## src/rtl/mem_arbiter_fsm.sv

```systemverilog
// Arbiter/sequencer sharing one RAM port between instruction fetch and data access.
// Optional instruction anti-starvation guard: define ARB_STARVE_GUARD_EN.
module mem_arbiter_fsm #(
  parameter int ADDR_W     = 32,
  parameter int DATA_W     = 32,
  parameter int STARVE_MAX = 4
) (
  input  logic              CLK,
  input  logic              RST,
  input  logic              iREN,
  input  logic [ADDR_W-1:0] iaddr,
  output logic              iwait,
  output logic [DATA_W-1:0] iload,
  output logic              ierr,
  input  logic              dREN,
  input  logic              dWEN,
  input  logic [ADDR_W-1:0] daddr,
  input  logic [DATA_W-1:0] dstore,
  output logic              dwait,
  output logic [DATA_W-1:0] dload,
  output logic              derr,
  output logic              ramREN,
  output logic              ramWEN,
  output logic [ADDR_W-1:0] ramaddr,
  output logic [DATA_W-1:0] ramstore,
  input  logic [DATA_W-1:0] ramload,
  input  logic [1:0]        ramstate,
  output logic              igrant,
  output logic              dgrant
);

  typedef enum logic [1:0] {IDLE, ISERV, DSERV} state_t;
  localparam logic [1:0] RS_ACCESS = 2'd2;
  localparam logic [1:0] RS_ERROR  = 2'd3;

  state_t state, state_nxt;
  logic   d_req, done, fault, i_first;

  assign d_req = dREN | dWEN;
  assign done  = (ramstate == RS_ACCESS) || (ramstate == RS_ERROR);
  assign fault = (ramstate == RS_ERROR);

`ifdef ARB_STARVE_GUARD_EN
  localparam int CW = $clog2(STARVE_MAX + 1);
  localparam logic [CW-1:0] CNT_MAX = CW'(STARVE_MAX);
  logic [CW-1:0] starve_cnt;

  // Counts data completions that an instruction request had to sit through.
  always_ff @(posedge CLK or posedge RST) begin
    if (RST)
      starve_cnt <= '0;
    else if (state == DSERV && d_req && done && iREN && starve_cnt != CNT_MAX)
      starve_cnt <= starve_cnt + 1'b1;
    else if ((state == ISERV && iREN && done) || (state == IDLE && !iREN))
      starve_cnt <= '0;
  end

  assign i_first = iREN && (starve_cnt == CNT_MAX);
`else
  assign i_first = 1'b0;
`endif

  always_ff @(posedge CLK or posedge RST) begin
    if (RST) state <= IDLE;
    else     state <= state_nxt;
  end

  always_comb begin
    state_nxt = state;
    ramREN    = 1'b0;
    ramWEN    = 1'b0;
    ramaddr   = '0;
    ramstore  = '0;
    iwait     = 1'b1;
    dwait     = 1'b1;
    ierr      = 1'b0;
    derr      = 1'b0;
    case (state)
      IDLE: begin
        if (i_first)    state_nxt = ISERV;
        else if (d_req) state_nxt = DSERV;
        else if (iREN)  state_nxt = ISERV;
      end
      DSERV: begin
        // A dropped request aborts the transfer without a completion pulse.
        if (!d_req) state_nxt = IDLE;
        else begin
          ramWEN   = dWEN;
          ramREN   = dREN & ~dWEN;
          ramaddr  = daddr;
          ramstore = dstore;
          if (done) begin
            dwait     = 1'b0;
            derr      = fault;
            state_nxt = IDLE;
          end
        end
      end
      ISERV: begin
        if (!iREN) state_nxt = IDLE;
        else begin
          ramREN  = 1'b1;
          ramaddr = iaddr;
          if (done) begin
            iwait     = 1'b0;
            ierr      = fault;
            state_nxt = IDLE;
          end
        end
      end
      default: state_nxt = IDLE;
    endcase
  end

  assign iload  = ramload;
  assign dload  = ramload;
  assign igrant = (state == ISERV);
  assign dgrant = (state == DSERV);

endmodule

```

## config.mk

```make
export PLATFORM = sky130hd
export DESIGN_NAME = mem_arbiter_fsm
export DESIGN_NICKNAME = d
export VERILOG_FILES = /design/src/rtl/mem_arbiter_fsm.sv
export SDC_FILE = /design/constraint.sdc
export NUM_CORES = 1
export LEC_CHECK = 0
export BUFFER_PORTS_ARGS = -buffer_cell sky130_fd_sc_hd__buf_4
export CORE_AREA = 2 2 104 106
export CTS_BUF_LIST = sky130_fd_sc_hd__clkbuf_16
export DETAILED_ROUTE_END_ITERATION = 8
export DIE_AREA = 0 0 106 108
export GPL_TIMING_DRIVEN = 0
export PLACE_DENSITY = 0.52
export SLEW_MARGIN = 15
export SYNTH_ARGS = -nofsm -noshare
export SYNTH_HDL_FRONTEND = slang
export SYNTH_SLANG_ARGS = --single-unit
```

## constraint.sdc

```tcl
create_clock -name CLK -period 2.7 [get_ports CLK]
set_input_delay 0.135 -clock CLK [delete_from_list [all_inputs] [get_ports CLK]]
set_output_delay 0.135 -clock CLK [all_outputs]
set_load 0.1 [all_outputs]
```

==> impl_metrics.toml, run 1 <==
[status]
status = "complete, no violations"

[power]
ir_drop_mv = 0.562
total_power_mw = 4.01
seqPwrFrac = 0.012
p_switching_mw = 2.74
p_leak_nw = 2.01
p_per_area_nw_per_um2 = 1070
sw_frac_of_total = 0.684
pwr-share-comb = 0.932
intPower_mw = 1.27
p_clk_frac = 0.056

[clocking]
cts_tree = "done"
cts.hold.buffers_added = 1
post-cts-setup-buffers = 0
clock_sinks = 2
cts_made_buffers = 3
clk_pin_slew_worst_paths_ns = 0.03
clk-insertion-delay-late_ns = 0.22
cts_resized = 0
clk_path_buf_depth = 2
cts-root-buf = "clkbuf_16"
ctsHtreeMaxLevel = 1

[detailed_routing]
drc_errors = 0
wl_per_cell_um = 12.2
vias = 2179
firstDrtPassIters = 4
wirelength_um = 7080
drt_iter0_drc = 131
antenna_left = 0
via_per_inst = 3.76

[sta]
whs_ns = 0.244
finClkSkew_ns = 0.00185
setup_violations = 0
period_share = 0.835
slew_headroom = 0.629
drv_slew = 0
tightest_slew_ns = 0.556
rsz0062_at_grt = "no"
clock.fmax_ghz = 0.444
hold_viol = 0
fin_setup_tns_ns = 0
finalCriticalPeriod_ns = 2.25
setup_ws_ns = 0.447

[final_layout]
diodes = 0
finalNonFillerCells = 579
syn_to_final_growth_pct = 157
fin_area_um2 = 3740
largest_register_ff_count = 2
final_common_cell = "buf_4"
fin_util = 0.366
largest-register = "state"
nets = 584
layout_common_cells = "buf_4, and2_1, a22oi_1, nor2b_4"
drive_gt1_frac = 0.792
reg.largest.list = "state: 2 flops"

[critical_path]
path_delay_family = "buffers and inverters"
cpPeakStageDelay_ns = 0.47
start_kind = "flop"
critical_path_class = "flop to primary output"
path_cells = "inv_1, ha_1, clkbuf_1, nor2b_4, buf_4"
crit_path_end_kind = "primary output"
crit_required_ns = 2.57
worst_path_max_delay_cell = "clkbuf_1"
crit_fanout = 10
crit_arrival_ns = 2.12
critPathBufInv = 3

[floorplanning]
row_count = 37
die_h_um = 108
chipWidth_um = 106
initial_core_util = 0.142
coreArea_um2 = 10200
dieArea_um2 = 11400
ioPinCount = 271

[placement]
dpl_cell_area_um2 = 3660
gp_congestion = 0.684
io_buffers = 238
dpl.cell_count = 575
place_ws_ns = 0.619
dp_hpwl_um = 6070

[grt]
gr-total-overflow = 0
grt_pass1_wl_um = 10000
track_usage = 0.106
grt_max_degree = 11
grt_pass1_vias = 2016
antenna_found_initial = 0

[yosys]
synth-async-reset-ratio = 1.00
syn_inst = 201
synth-edff-count = 0
ys_warn_count = 0
synth_cell_type_count = 21
syn_area_um2 = 1460
synth_flop_cell = "dfrtp_1"
syn_area_per_cell_um2 = 7.24
seq_area_frac_synth = 0.0344
synth_fp_nets = 340
synth-seq-cells = 2

[flow_run]
max-cap-violations = 0

[min_path]
hold_path_class = "primary input to flop"
-- layer usage --
layer  share of wire  global-route usage
met5               0                   0
met4          0.0095              0.0244
met3           0.091              0.0187
met2            0.54               0.210
met1            0.36               0.118
-- synth_stat cells (2+ instances only) --
cell type	number	area, um2
nor2b_1	32	200
nor2_1	2	7.51
and3_1	2	12.5
buf_6	4	45.0
o21a_1	2	15.0
clkbuf_1	3	11.3
inv_1	4	15.0
nand2_1	2	7.51
and2_1	34	213
ha_1	4	50.1
buf_2	3	15.0
a22oi_1	32	240
dfrtp_1	2	50.1
buf_4	68	510
-- worst paths after layout --
kind                           from         end  slack [ns]  depth (start not counted)
min reg2reg                state[1]    state[1]        0.61                          2
max                        state[0]  ramaddr[0]        0.45                          5
min                            iREN    state[0]        0.24                          3
max reg2reg                state[0]    state[1]        1.22                          6
max in group asynchronous       RST    state[1]        2.26                          3
min in group asynchronous       RST    state[0]        0.33                          3
-- power by group through the flow --
stage,Sequential [mW],Combinational [mW],Clock (mW)
detailed placement,0.0484,3.76,0
floorplan,0.0468,3.04,0
finish,0.0480,3.74,0.224
CTS,0.0486,3.77,0.226
global route,0.0508,3.87,0.232
global placement,0.0486,3.75,0
-- cells by family (layout without fill, tap and decap cells) --
group           count (synthesis)  count (layout)  synth area share
buf+inv                        82             324             0.410
simple gates                   76              76             0.328
compound gates                 37              37             0.193
fa+ha+maj                       4               4            0.0344
flops                           2               2            0.0344
-- final cells by class --
class / instances / area (um2)
Tap cell: 136 / 170
Inverter: 4 / 15.0
Fill cell: 1027 / 6490
Sequential cell: 2 / 50.0
Buffer: 78 / 582
Timing Repair Buffer: 239 / 1800
Clock buffer: 3 / 75.1
Multi-Input combinational cell: 117 / 1050
-- worst reg2reg max path: stages, from the launching register on --
cell and delay (ns):
dfrtp_1 0.37, inv_1 0.09, ha_2 0.22, o21a_1 0.16
buf_6 0.16, a211oi_2 0.23, o32ai_1 0.12
No activity file was read; power rests on OpenSTA's default activity.
==> inputs of run 2 (changes only) <==
--- a/config.mk
+++ b/config.mk
@@ -6,12 +6,12 @@
 export NUM_CORES = 1
 export LEC_CHECK = 0
 export BUFFER_PORTS_ARGS = -buffer_cell sky130_fd_sc_hd__buf_4
-export CORE_AREA = 2 2 104 106
+export CORE_AREA = 2 2 105 107
 export CTS_BUF_LIST = sky130_fd_sc_hd__clkbuf_16
 export DETAILED_ROUTE_END_ITERATION = 8
-export DIE_AREA = 0 0 106 108
+export DIE_AREA = 0 0 107 109
 export GPL_TIMING_DRIVEN = 0
-export PLACE_DENSITY = 0.52
+export PLACE_DENSITY = 0.51
 export SLEW_MARGIN = 15
 export SYNTH_ARGS = -nofsm -noshare
 export SYNTH_HDL_FRONTEND = slang
==> constraint.sdc (replaced) <==
create_clock -name CLK -period 2.25 [get_ports CLK]
set_input_delay 0.1125 -clock CLK [delete_from_list [all_inputs] [get_ports CLK]]
set_output_delay 0.1125 -clock CLK [all_outputs]
set_load 0.1 [all_outputs]
==> impl_metrics.toml, run 2 (synthesized netlist as in run 1, its figures left out) <==
[placement]
gp_congestion = 0.699
dp_hpwl_um = 6080
dpl.cell_count = 579
io_buffers = 238
dpl_cell_area_um2 = 3710

[grt]
grt_pass1_wl_um = 9920
track_usage = 0.105
antenna_found_initial = 0
gr-total-overflow = 0
grt_max_degree = 11
grt_pass1_vias = 2049

[final_layout]
fin_area_um2 = 3850
syn_to_final_growth_pct = 165
fin_util = 0.363
layout_common_cells = "buf_4, a22oi_1, nor2b_4, and2_2, buf_6"
diodes = 0
finalNonFillerCells = 583
largest_register_ff_count = 2
nets = 584
largest-register = "state"
final_common_cell = "buf_4"
reg.largest.list = "state: 2 flops"
drive_gt1_frac = 0.878

[detailed_routing]
drt_iter0_drc = 96
antenna_left = 0
wirelength_um = 7070
vias = 2182
drc_errors = 0
firstDrtPassIters = 4
via_per_inst = 3.74
wl_per_cell_um = 12.1

[clocking]
ctsHtreeMaxLevel = 1
clk-insertion-delay-late_ns = 0.22
clk_pin_slew_worst_paths_ns = 0.03
clock_sinks = 2
clk_path_buf_depth = 2
cts-root-buf = "clkbuf_16"
cts_made_buffers = 3
cts_tree = "done"
post-cts-setup-buffers = 0

[floorplanning]
ioPinCount = 271
initial_core_util = 0.137
row_count = 38
die_h_um = 109
dieArea_um2 = 11700
chipWidth_um = 107
coreArea_um2 = 10600

[critical_path]
start_kind = "flop"
ff2ff_path_depth = 6
regToRegStartpoint = "state[0]"
cp_common_cell = "buf_4"
crit_path_end_kind = "primary output"
worst_path_max_delay_cell = "dfrtp_1"
rrSetupSlack_ns = 0.74
crit_required_ns = 2.14
critPathBufInv = 4
crit_fanout = 10
path_cells = "inv_1, ha_2, and2_1, buf_2, buf_4, a22oi_1, nor2b_4, buf_4"
critical_path_class = "flop to primary output"
crit_arrival_ns = 2.01
r2r-end = "state[1]"
cpPeakStageDelay_ns = 0.39
path_delay_family = "buffers and inverters"

[sta]
tightest_slew_ns = 0.317
finalCriticalPeriod_ns = 2.12
period_share = 0.943
slew_headroom = 0.786
hold_viol = 0
clock.fmax_ghz = 0.471
setup_violations = 0
drv_slew = 0
fin_setup_tns_ns = 0
finClkSkew_ns = 0.000103

[power]
p_per_area_nw_per_um2 = 1270
p_leak_nw = 2.06
total_power_mw = 4.89
ir_drop_mv = 0.527

[min_path]
min_to = "state[0]"
holdPathStages = 3
hold_path_class = "primary input to flop"
hp-start = "iREN"

[flow_run]
max-cap-violations = 0

[status]
status = "complete, no violations"
## run 2: cell count changes in the layout (fill, tap and decap cells not counted)
cell	change
and2_2	+32
and3_1	-2
buf_6	+14
o21a_1	-1
clkbuf_1	-3
and2_1	-32
o21a_2	+1
buf_2	-2
and3_2	+2
buf_4	-14
clkbuf_2	+3
clkbuf_4	+2
## run 2: layout make-up
class                           count  area, um2
Inverter                            4       15.0
Clock buffer                        3       75.1
Tap cell                          140        175
Sequential cell                     2       50.0
Buffer                             78        591
Fill cell                        1070       6750
Timing Repair Buffer              239       1850
Multi-Input combinational cell    117       1100
## run 2: where the power goes
group	switching (mW)	total [mW]	internal [mW]
Combinational	3.24	4.56	1.32
Clock	0.0466	0.273	0.227
Sequential	0.0108	0.0588	0.0480
Total	3.29	4.89	1.59
## run 2: worst max-delay path by stage
| stage | startpoint | endpoint | slack, ns | cells after the start |
|---|---|---|---|---|
| detailed placement | state[0] | ramaddr[3] | 0.22 | 5 |
| CTS | state[0] | ramaddr[30] | 0.01 | 7 |
| floorplan | state[1] | ramaddr[0] | 0.03 | 7 |
| finish | state[1] | ramaddr[10] | 0.13 | 8 |
| global placement | state[0] | ramaddr[3] | 0.22 | 5 |
| global route | state[1] | ramaddr[0] | -0.001 | 8 |
## run 2: routing by layer
metal	routed length (um)	GRT usage	vias up
met5	0	0	-
met4	44	0.0223	0
met3	734	0.0221	4
met2	3810	0.212	136
met1	2480	0.110	953
li1	-	-	1089
## run 2: stage by stage
step | hold slack (ns) | setup slack [ns]
2_1_floorplan | -0.146 | 0.0321
4_1_cts | 0.221 | 0.0102
3_3_place_gp | -0.0268 | 0.218
6_report | 0.214 | 0.129
5_1_grt | 0.232 | -0.00104
3_5_place_dp | -0.0226 | 0.222
## run 2: repair_timing
item                                   CTS  global route
pin swaps                                0             0
hold buffers                             1             0
setup endpoints to repair               10            28
cloned                                   0             0
gates resized for setup                  1            20
endpoints found under the hold margin    2             0
## run 2: worst register-to-register path: stages (launching register included)
cell      delay (ns)
dfrtp_1         0.37
inv_1           0.09
ha_2            0.22
o21a_1          0.16
buf_6           0.16
a211oi_2        0.24
o32ai_1         0.13
